===== config.mk =====
export PLATFORM = sky130hd
export DESIGN_NAME = sync_upsize_fifo
export DESIGN_NICKNAME = d
export VERILOG_FILES = /design/src/rtl/fifo_pkg.sv /design/src/rtl/upsize_packer.sv /design/src/rtl/sync_upsize_fifo.sv
export SDC_FILE = /design/constraint.sdc
export NUM_CORES = 1
export LEC_CHECK = 0
export ABC_AREA = 1
export BUFFER_PORTS_ARGS = -buffer_cell sky130_fd_sc_hd__buf_2
export CAP_MARGIN = 20
export CELL_PAD_IN_SITES_DETAIL_PLACEMENT = 0
export CELL_PAD_IN_SITES_GLOBAL_PLACEMENT = 2
export CORE_MARGIN = 1.5
export CORE_UTILIZATION = 37
export CTS_BUF_LIST = sky130_fd_sc_hd__clkbuf_8
export DETAILED_ROUTE_END_ITERATION = 6
export GPL_ROUTABILITY_DRIVEN = 1
export HOLD_SLACK_MARGIN = 0.1
export PLACE_DENSITY_LB_ADDON = 0.12
export SYNTH_ARGS = -nofsm -noshare
export SYNTH_HDL_FRONTEND = slang
export SYNTH_HIERARCHICAL = 1
export SYNTH_SLANG_ARGS = --single-unit

===== constraint.sdc =====
create_clock -name clk -period 3.63 [get_ports clk]
set_input_delay 0.363 -clock clk [delete_from_list [all_inputs] [get_ports clk]]
set_output_delay 0.363 -clock clk [all_outputs]
set_load 0.01 [all_outputs]

===== src/rtl/fifo_pkg.sv =====
// Shared constants and helpers for the width-upsizing FIFO: ratio and pack-slot placement.
package fifo_pkg;

  localparam int PACK_LSB_FIRST = 0;
  localparam int PACK_MSB_FIRST = 1;

  function automatic int calc_ratio(input int din_w, input int dout_w);
    return dout_w / din_w;
  endfunction

  // Bit offset of pack slot 'slot' inside the wide word.
  function automatic int slot_offset(input int msb_fifo, input int ratio,
                                     input int din_w, input int slot);
    if (msb_fifo == PACK_MSB_FIRST) return (ratio - 1 - slot) * din_w;
    return slot * din_w;
  endfunction

endpackage


===== src/rtl/upsize_packer.sv =====
// Assembles RATIO narrow words into one wide word; also emits a zero-filled
// partial word on flush when the storage has a free slot.
module upsize_packer
  import fifo_pkg::*;
#(
  parameter int DIN_WIDTH  = 4,
  parameter int DOUT_WIDTH = 8,
  parameter int MSB_FIFO   = 1,
  parameter int CNT_W      = 1
) (
  input  logic                  clk,
  input  logic                  rst_n,
  input  logic                  wr,
  input  logic [DIN_WIDTH-1:0]  din,
  input  logic                  flush,
  input  logic                  slot_free,
  output logic                  push,
  output logic [DOUT_WIDTH-1:0] word,
  output logic [CNT_W-1:0]      pack_cnt
);

  localparam int RATIO = calc_ratio(DIN_WIDTH, DOUT_WIDTH);

  logic [CNT_W-1:0]      pack_cnt_q, pack_cnt_d;
  logic [DOUT_WIDTH-1:0] buf_q, buf_d;
  logic [DOUT_WIDTH-1:0] ins, merged;
  logic                  complete, partial, flush_push;

  always_comb begin
    ins        = DOUT_WIDTH'(din) << slot_offset(MSB_FIFO, RATIO, DIN_WIDTH, int'(pack_cnt_q));
    merged     = wr ? (buf_q | ins) : buf_q;
    complete   = wr && (pack_cnt_q == CNT_W'(RATIO - 1));
    // Something is held once this edge's write (if any) is counted.
    partial    = wr || (pack_cnt_q != '0);
    flush_push = flush && slot_free && partial && !complete;
    push       = complete || flush_push;
    word       = merged;
    pack_cnt_d = pack_cnt_q;
    buf_d      = buf_q;
    if (push) begin
      pack_cnt_d = '0;
      buf_d      = '0;
    end else if (wr) begin
      pack_cnt_d = pack_cnt_q + CNT_W'(1);
      buf_d      = merged;
    end
  end

  always_ff @(posedge clk or negedge rst_n) begin
    if (!rst_n) begin
      pack_cnt_q <= '0;
      buf_q      <= '0;
    end else begin
      pack_cnt_q <= pack_cnt_d;
      buf_q      <= buf_d;
    end
  end

  assign pack_cnt = pack_cnt_q;

endmodule


===== src/rtl/sync_upsize_fifo.sv =====
// Single-clock FWFT FIFO that packs DIN_WIDTH writes into DOUT_WIDTH words.
// Optional partial-word flush port enabled by SYNC_UPSIZE_FIFO_FLUSH_EN.
module sync_upsize_fifo
  import fifo_pkg::*;
#(
  parameter int DIN_WIDTH   = 4,
  parameter int DOUT_WIDTH  = 8,
  parameter int RADDR_WIDTH = 2,
  parameter int MSB_FIFO    = 1
) (
  input  logic                  clk,
  input  logic                  rst_n,
  input  logic [DIN_WIDTH-1:0]  din,
  input  logic                  wr_en,
`ifdef SYNC_UPSIZE_FIFO_FLUSH_EN
  input  logic                  flush,
`endif
  output logic                  full,
  output logic                  almost_full,
  output logic [DOUT_WIDTH-1:0] dout,
  input  logic                  rd_en,
  output logic                  empty,
  output logic                  almost_empty,
  output logic [RADDR_WIDTH:0]  rd_count
);

  localparam int RATIO  = calc_ratio(DIN_WIDTH, DOUT_WIDTH);
  localparam int DEPTH  = 1 << RADDR_WIDTH;
  localparam int CNT_W  = $clog2(RATIO);
  localparam int FREE_W = RADDR_WIDTH + CNT_W + 2;

  logic [DOUT_WIDTH-1:0]  mem_q [DEPTH];
  logic [DOUT_WIDTH-1:0]  mem_d [DEPTH];
  logic [RADDR_WIDTH:0]   wr_ptr_q, wr_ptr_d, rd_ptr_q, rd_ptr_d;
  logic [DOUT_WIDTH-1:0]  dout_q, dout_d;
  logic [RADDR_WIDTH:0]   count;
  logic [RADDR_WIDTH-1:0] rd_idx_next;
  logic [FREE_W-1:0]      free;
  logic [CNT_W-1:0]       pack_cnt;
  logic [DOUT_WIDTH-1:0]  pk_word;
  logic                   pk_push, accept, pop, slot_free, flush_req;

`ifdef SYNC_UPSIZE_FIFO_FLUSH_EN
  assign flush_req = flush;
`else
  assign flush_req = 1'b0;
`endif

  assign count     = wr_ptr_q - rd_ptr_q;
  assign accept    = wr_en && !full;
  assign pop       = rd_en && !empty;
  assign slot_free = (count != (RADDR_WIDTH+1)'(DEPTH)) || pop;

  upsize_packer #(
    .DIN_WIDTH  (DIN_WIDTH),
    .DOUT_WIDTH (DOUT_WIDTH),
    .MSB_FIFO   (MSB_FIFO),
    .CNT_W      (CNT_W)
  ) u_pack (
    .clk       (clk),
    .rst_n     (rst_n),
    .wr        (accept),
    .din       (din),
    .flush     (flush_req),
    .slot_free (slot_free),
    .push      (pk_push),
    .word      (pk_word),
    .pack_cnt  (pack_cnt)
  );

  // Free capacity in narrow words; flags depend on registered state only.
  assign free = (FREE_W'(DEPTH) - FREE_W'(count)) * FREE_W'(RATIO)
              + FREE_W'(RATIO - 1) - FREE_W'(pack_cnt);

  assign full         = (free == '0);
  assign almost_full  = (free == FREE_W'(1));
  assign empty        = (count == '0);
  assign almost_empty = (count <= (RADDR_WIDTH+1)'(1));
  assign rd_count     = count;
  assign dout         = dout_q;

  assign rd_idx_next = rd_ptr_q[RADDR_WIDTH-1:0] + RADDR_WIDTH'(1);

  always_comb begin
    mem_d    = mem_q;
    wr_ptr_d = wr_ptr_q;
    rd_ptr_d = rd_ptr_q;
    dout_d   = dout_q;
    if (pk_push) begin
      mem_d[wr_ptr_q[RADDR_WIDTH-1:0]] = pk_word;
      wr_ptr_d = wr_ptr_q + (RADDR_WIDTH+1)'(1);
    end
    if (pop) rd_ptr_d = rd_ptr_q + (RADDR_WIDTH+1)'(1);
    // dout is a register mirroring the head, so a new word bypasses storage
    // when it becomes the head in the same edge.
    if (pk_push && (empty || (pop && count == (RADDR_WIDTH+1)'(1))))
      dout_d = pk_word;
    else if (pop && count > (RADDR_WIDTH+1)'(1))
      dout_d = mem_q[rd_idx_next];
  end

  always_ff @(posedge clk or negedge rst_n) begin
    if (!rst_n) begin
      mem_q    <= '{default: '0};
      wr_ptr_q <= '0;
      rd_ptr_q <= '0;
      dout_q   <= '0;
    end else begin
      mem_q    <= mem_d;
      wr_ptr_q <= wr_ptr_d;
      rd_ptr_q <= rd_ptr_d;
      dout_q   <= dout_d;
    end
  end

endmodule


==> metrics.csv, run 1 <==
metric,value,unit
critical path capture point type,register,
total wire length,6510,µm
Final ANT Viol Nets,0,
DR pass1 iterations,4,
r2r endpoint,dout[1],
first-pass GRT wire length,10800,µm
via count,2200,
hold-critical path depth,3,
Residual DRC,0,
Setup Skew,0.00482,ns
"commonest non-fill, non-tap cell in the layout",nand2_1,
Peak VDD IR,0.292,mV
Slew headroom,60.2,%
DR vias/cell,4.65,
initial core utilization,38.4,%
worst skew pair latency,0.31,ns
initial antenna violation count,0,
Startpoint Class,register,
Layout area overhead,12.0,%
vias in the first global route,2159,
GRT Total Usage,16.9,%
Hold Path Class,in2reg,
top cell type's share of synthesized area,49.1,%
P per Cell Area,1060,nW/µm²
largest cells by area after synthesis,"dfrtp_1 (49%), nand2_1 (13%), o21ai_0 (7.7%), nand3_1 (5.7%), inv_1 (4.4%)",
Cells after Synth,350,
utilization after layout,43.0,%
mapped cell area,2800,µm²
largest net degree at the start of global routing,33,
CP required,3.84,ns
H-tree Lvls,2,
syn nets,367,
fmax,0.308,GHz
proportion of layout cells with a drive suffix above 1,15.0,%
Period minus WS final,3.25,ns
Hold Path Sink,rd_ptr_q[2],
r2r worst-path depth,19,
clock-pin slew on the worst setup and hold paths,0.10,ns
Post-DP Area,2990,µm²
Final Cell Area,3140,µm²
buffers added on ports,22,
clock sinks,55,
outcome,"finished, final reports clean",
Synth Warn #,6,
setup_tns,0,ns
grt total ovfl,0,
placed cells,463,
Die ar.,8100,µm²
slack of the critical path,0.383,ns
core area,7290,µm²
CP arrival,3.46,ns
most frequent cells in the layout,"nand2_1 (95), dfrtp_1 (55), o21ai_0 (43)",
"Avg Cell Area, Syn",8.00,µm²
Hold Path Origin,rd_en,
placer congestion estimate,0.759,
max-cap viol count,0,
clk buf depth,2,
Leakage,1.65,nW
Final HPWL DP,4580,µm
nets,390,
Least-Margin Pin Slew,0.597,ns
"area leader, netlist",dfrtp_1,
sequential-to-total area share from yosys stat,49.1,%
height of the die,90.0,µm
Die W,90.0,µm
Final Max Slew Viols,0,
"Setup violations, final",0,
final worst path period share,89.4,%
Inserted Diodes,0,
"FF+latch count, synth",55,
Crit Path Max Fanout,17,
TritonCTS clock tree,built,
starting DRC count in detailed routing,96,
RSZ-0062 raised after global routing,false,
setup slack at placement,0.173,ns
Rows,31,
Worst R2R Start,wr_ptr_q[0],
DR WL/cell,13.8,µm
# IOs,23,
Setup CP Type,reg2reg,
post-route non-filler standard cell count,473,
total CTS buffers,5,
number of distinct library cells after synthesis,22,
root buf cell,clkbuf_8,
R2R setup slack,0.38,ns
final hold vios,0,
==> critical path, cell delays in order (launching register included) <==
cell,delay (ns)
dfrtp_1,0.41
inv_1,0.10
ha_1,0.21
fa_1,0.52
ha_1,0.27
inv_2,0.09
nand3_1,0.08
nand3b_1,0.12
nor2_1,0.07
nor2_2,0.16
nand2_2,0.09
nand2_4,0.10
nand2_4,0.08
clkinvlp_4,0.14
a21boi_4,0.28
nand2_4,0.17
nand2_1,0.10
nand2_1,0.05
nand2_1,0.07
nand2_1,0.05
==> through the flow <==
step | hold slack, ns | power [mW]
finish | 0.368 | 3.33
global route | 0.371 | 3.69
detailed placement | 0.404 | 2.92
global placement | 0.401 | 2.93
floorplan | 0.0674 | 2.42
CTS | 0.364 | 3.35
==> registers in the layout (all words and copies together) (netlist names) <==
| name | count |
|---|---|
| mem_q | 32 |
| dout | 8 |
| u_pack/buf_q | 8 |
| rd_ptr_q | 3 |
| wr_ptr_q | 3 |
| u_pack/pack_cnt | 1 |
==> Yosys cell counts <==
cell type	count
a21boi_4	1
a21oi_1	3
buf_2	4
buf_6	3
clkbuf_1	5
conb_1	1
dfrtp_1	55
fa_1	1
ha_1	8
inv_1	33
inv_2	8
nand2_1	96
nand2_2	4
nand2_4	4
nand3_1	32
nand3_2	1
nand3b_1	1
nor2_1	26
nor3_1	1
o21ai_0	43
o21ai_1	16
xor2_1	4
==> logic make-up (layout without fill, tap and decap cells) <==
group                      count (synthesis)  in the layout  synth area share (%)
adders and majority gates                  9              9                  4.29
DFF                                       55             55                  49.1
other                                      1              1                 0.134
buffers and inverters                     53             77                  8.08
AOI/OAI and AO/OA                         63             63                  11.7
xor gates and xnor gates                   4              4                  1.25
and+or+nand+nor                          165            165                  25.4
==> how the worst max path moves through the flow <==
stage | startpoint | end | depth (start not counted)
floorplan | wr_ptr_q[0] | dout[0] | 22
global placement | wr_ptr_q[0] | dout[0] | 19
detailed placement | wr_ptr_q[0] | mem_q[3] | 15
CTS | wr_ptr_q[0] | mem_q[3] | 15
global route | wr_ptr_q[0] | mem_q[15] | 15
finish | wr_ptr_q[0] | dout[1] | 19
==> final cells by class <==
class,instances,area [µm²]
Sequential cell,55,1380
Tap cell,99,124
Fill cell,786,4160
Multi-Input combinational cell,242,1200
Inverter,41,158
Clock inverter,2,35.0
Timing Repair Buffer,28,158
Clock buffer,6,82.6
==> timing repair <==
item	in CTS	in global routing
buffers inserted	0	1
gates resized for setup	0	3
endpoints found under the hold margin	23	0
hold buffers	1	0
setup endpoints to repair	0	31
==> layer usage <==
layer  GRT usage (%)  wire length [µm]
met1            23.8              3400
met2            27.6              2860
met3            3.05               188
met4            3.17                59
met5               0                 0
==> power by group <==
group	switching, mW	internal, mW
logic	1.25	0.646
registers	0.135	0.864
clock network	0.202	0.224
total	1.59	1.73
Power figures use the tool's default switching activity.
==> inputs of run 2 (changes only) <==
--- a/config.mk
+++ b/config.mk
@@ -16,7 +16,7 @@
 export DETAILED_ROUTE_END_ITERATION = 6
 export GPL_ROUTABILITY_DRIVEN = 1
 export HOLD_SLACK_MARGIN = 0.1
-export PLACE_DENSITY_LB_ADDON = 0.12
+export PLACE_DENSITY = 0.92
 export SYNTH_ARGS = -nofsm -noshare
 export SYNTH_HDL_FRONTEND = slang
 export SYNTH_HIERARCHICAL = 1
==> metrics.csv, run 2 (same netlist as run 1, synthesis figures left out) <==
metric,value,unit
DR vias/cell,4.79,
Period minus WS final,3.30,ns
CP arrival,3.47,ns
vias in the first global route,2220,
proportion of layout cells with a drive suffix above 1,15.0,%
CP peak stage delay,0.58,ns
Die W,90.0,µm
fmax,0.303,GHz
largest net degree at the start of global routing,41,
outcome,"finished, final reports clean",
placed cells,462,
clk buf depth,2,
Final HPWL DP,4390,µm
Hold Path Class,in2async,
"Setup violations, final",0,
P per Cell Area,1050,nW/µm²
Largest Register,mem_q,
worst skew pair latency,0.31,ns
critical-path cell list,"inv_1, ha_1, fa_1, ha_1, inv_2, nand3_1, nand3b_1, nor2_1, nor2_2, inv_2, nand2_4, nand2_4, clkinvlp_4, nand2_1, o21ai_0",
clock sinks,55,
Layout area overhead,11.1,%
Startpoint Class,register,
starting DRC count in detailed routing,163,
Setup CP Type,reg2reg,
final worst path period share,90.9,%
max FFs per register,32,
critical path capture point type,register,
nets,389,
Final Max Slew Viols,0,
total wire length,6400,µm
Leakage,1.64,nW
Final ANT Viol Nets,0,
max-cap viol count,0,
height of the die,90.0,µm
# IOs,23,
utilization after layout,42.7,%
Die ar.,8100,µm²
Worst R2R Start,wr_ptr_q[0],
grt total ovfl,0,
Peak VDD IR,0.246,mV
Overall Power,3.28,mW
clock-pin slew on the worst setup and hold paths,0.10,ns
initial antenna violation count,0,
CP required,3.80,ns
root buf cell,clkbuf_8,
most frequent cells in the layout,"nand2_1 (95), dfrtp_1 (55), o21ai_0 (43)",
placer congestion estimate,0.799,
Inserted Diodes,0,
initial core utilization,38.4,%
DR WL/cell,13.6,µm
Critical path origin,wr_ptr_q[0],
final hold vios,0,
Residual DRC,0,
"commonest non-fill, non-tap cell in the layout",nand2_1,
core area,7290,µm²
GRT Total Usage,17.0,%
DR pass1 iterations,4,
TritonCTS clock tree,built,
slack of the critical path,0.330,ns
hold buffer count at CTS,0,
setup_tns,0,ns
first-pass GRT wire length,11000,µm
Slew headroom,38.4,%
Least-Margin Pin Slew,0.924,ns
setup slack at placement,0.107,ns
RSZ-0062 raised after global routing,false,
H-tree Lvls,2,
total CTS buffers,5,
post-route non-filler standard cell count,472,
Setup Skew,0.0126,ns
via count,2262,
slowest cell on the critical path,fa_1,
Rows,31,
Crit Path Max Fanout,16,
buffers added on ports,22,
-- run 2: path summary, 6_finish.rpt --
path | endpoint | slack [ns] | depth (start not counted)
worst max-delay path | mem_q[8] | 0.33 | 15
worst min-delay path | u_pack/buf_q[3] | 0.19 | 1
worst max register to register | mem_q[8] | 0.33 | 15
worst min register to register | mem_q[9] | 0.49 | 2
max in group asynchronous | mem_q[11] | 2.67 | 2
min in group clk | rd_ptr_q[2] | 0.36 | 3
-- run 2: critical path, delay by kind of cell (launching register included) --
| kind | cells | cell delay, ns |
|---|---|---|
| simple gates | 7 | 1.08 |
| fa+ha+maj | 3 | 1.05 |
| flops | 1 | 0.43 |
| buf+inv | 4 | 0.42 |
| compound gates | 1 | 0.17 |
-- run 2: metal layers --
| layer | track usage, % | part of all wire, % | up-vias |
|---|---|---|---|
| li1 | - | - | 1155 |
| met1 | 23.2 | 49 | 1057 |
| met2 | 26.8 | 47 | 42 |
| met3 | 3.89 | 2.9 | 8 |
| met4 | 5.56 | 1.4 | 0 |
| met5 | 0 | 0 | - |
-- run 2: report_power, final --
part           switching, mW  total, mW  leakage, nW  internal [mW]
Sequential             0.142       1.01        0.714          0.864
Combinational           1.26       1.91        0.878          0.645
Clock                  0.205      0.361       0.0474          0.156
-- run 2: metrics by stage --
stage	hold slack [ns]	instance area (µm²)
after floorplan	0.0674	2800
after global placement	0.461	2990
after detailed placement	0.469	2990
after CTS	0.219	3080
after global routing	0.266	3110
final	0.188	3110
-- run 2: final cells by class --
type,count,area [µm²]
clock buffer,6,82.6
clock inverter,2,16.3
tap,99,124
sequential,55,1380
inverter,41,158
multi-input combinational,242,1210
timing repair buffer,27,148
fill,761,4180
-- run 2: repair_timing --
action / 4_1_cts / 5_1_grt
endpoints found under the setup margin: 0 / 41
resized for setup: 0 / 4
buffers inserted: 0 / 2
==> inputs of run 3 (changes only) <==
--- a/config.mk
+++ b/config.mk
@@ -16,7 +16,7 @@
 export DETAILED_ROUTE_END_ITERATION = 6
 export GPL_ROUTABILITY_DRIVEN = 1
 export HOLD_SLACK_MARGIN = 0.1
-export PLACE_DENSITY = 0.92
+export PLACE_DENSITY = 0.93
 export SYNTH_ARGS = -nofsm -noshare
 export SYNTH_HDL_FRONTEND = slang
 export SYNTH_HIERARCHICAL = 1
==> metrics.csv, run 3 (same netlist as run 1, synthesis figures left out) <==
metric,value,unit
DR pass1 iterations,4,
clk buf depth,2,
nets,389,
largest net degree at the start of global routing,39,
Rows,31,
Residual DRC,0,
Layout area overhead,10.6,%
Final ANT Viol Nets,0,
P per Cell Area,1050,nW/µm²
Slew headroom,42.8,%
initial antenna violation count,0,
Die W,90.0,µm
Post-DP Area,2990,µm²
final hold vios,0,
H-tree Lvls,2,
critical path capture point type,register,
Hold Path Class,in2async,
utilization after layout,42.5,%
Worst R2R Start,wr_ptr_q[0],
starting DRC count in detailed routing,131,
Inserted Diodes,0,
buffers added on ports,22,
TritonCTS clock tree,built,
Reg area,1380,µm²
root buf cell,clkbuf_8,
GRT Total Usage,17.1,%
max-cap viol count,0,
Final Max Slew Viols,0,
Multi-input gate area,1210,µm²
DR WL/cell,13.4,µm
total CTS buffers,5,
height of the die,90.0,µm
core area,7290,µm²
# IOs,23,
placer congestion estimate,0.800,
Leakage,1.64,nW
CP arrival,3.55,ns
Period minus WS final,3.30,ns
Setup Skew,0.00908,ns
total wire length,6350,µm
most frequent cells in the layout,"nand2_1 (95), dfrtp_1 (55), o21ai_0 (43)",
fill cell total of the finished layout,760,
setup_tns,0,ns
Die ar.,8100,µm²
via count,2237,
Critical path origin,wr_ptr_q[0],
initial core utilization,38.4,%
proportion of layout cells with a drive suffix above 1,14.5,%
clock-pin slew on the worst setup and hold paths,0.10,ns
"commonest non-fill, non-tap cell in the layout",nand2_1,
Final Cell Area,3100,µm²
outcome,"finished, final reports clean",
final worst path period share,90.9,%
slack of the critical path,0.329,ns
vias in the first global route,2196,
first-pass GRT wire length,11000,µm
Largest Register,mem_q,
Overall Power,3.25,mW
fmax,0.303,GHz
RSZ-0062 raised after global routing,false,
Crit Path Max Fanout,17,
clock sinks,55,
worst skew pair latency,0.31,ns
setup slack at placement,0.166,ns
Final HPWL DP,4440,µm
"Setup violations, final",0,
DR vias/cell,4.74,
max FFs per register,32,
Least-Margin Pin Slew,0.859,ns
grt total ovfl,0,
Setup CP Type,reg2reg,
CP required,3.88,ns
Peak VDD IR,0.276,mV
Startpoint Class,register,
-- run 3: changes by cell type in the layout (fill, tap and decap cells not counted), sizes merged --
cell and delta:
clkbuf -1, clkinv -1, clkinvlp -1, inv +3
-- run 3: layout make-up --
cell class,instances,area share (%)
Inverter,41,5.09
Timing Repair Buffer,27,4.76
Clock inverter,3,0.525
Tap cell,99,4.00
Sequential cell,55,44.4
Clock buffer,5,2.22
Multi-Input combinational cell,242,39.0
-- run 3: repair_timing --
item                       CTS  global route
buffers inserted             0             2
hold buffers                 0             0
setup endpoints to repair    0            41
gates resized for setup      0             4
-- run 3: worst max-delay path, stage by stage (launching register included) --
cell	delay (ns)
dfrtp_1	0.42
inv_1	0.10
ha_1	0.22
fa_1	0.52
ha_1	0.27
inv_2	0.10
nand3_1	0.09
nand3b_1	0.13
nor2_1	0.07
nor2_2	0.15
nand2_2	0.09
nand2_4	0.10
nand2_4	0.08
clkinvlp_4	0.14
a21boi_4	0.28
nand2_4	0.16
nand2_2	0.18
nand2_1	0.08
nand2_1	0.06
-- run 3: worst paths after layout --
path / endpoint / slack, ns / cells past startpoint
worst max-delay path: dout[4] / 0.33 / 18
worst min-delay path: u_pack/buf_q[5] / 0.16 / 1
worst max register to register: dout[4] / 0.33 / 18
worst min register to register: mem_q[13] / 0.49 / 2
max in group asynchronous: mem_q[27] / 2.70 / 2
min in group clk: rd_ptr_q[2] / 0.37 / 3
-- run 3: metrics by stage --
| stage | std cells | hold slack, ns |
|---|---|---|
| floorplan | 350 | 0.0674 |
| global placement | 462 | 0.463 |
| detailed placement | 462 | 0.469 |
| CTS | 470 | 0.196 |
| global route | 472 | 0.238 |
| finish | 472 | 0.163 |
-- run 3: layer usage --
layer  GRT usage [%]  part of all wire, %  up-vias  wire length (µm)
li1                -                    -     1155                 -
met1            23.8                   48     1023              3070
met2            26.6                   46       46              2910
met3            3.05                  4.0       13               251
met4            6.08                  1.9        0               119
met5               0                    0        -                 0
-- run 3: report_power, final --
| group | internal [mW] | switching (mW) |
|---|---|---|
| Combinational | 0.643 | 1.27 |
| Clock | 0.134 | 0.198 |
| Sequential | 0.864 | 0.138 |
| Total | 1.64 | 1.61 |
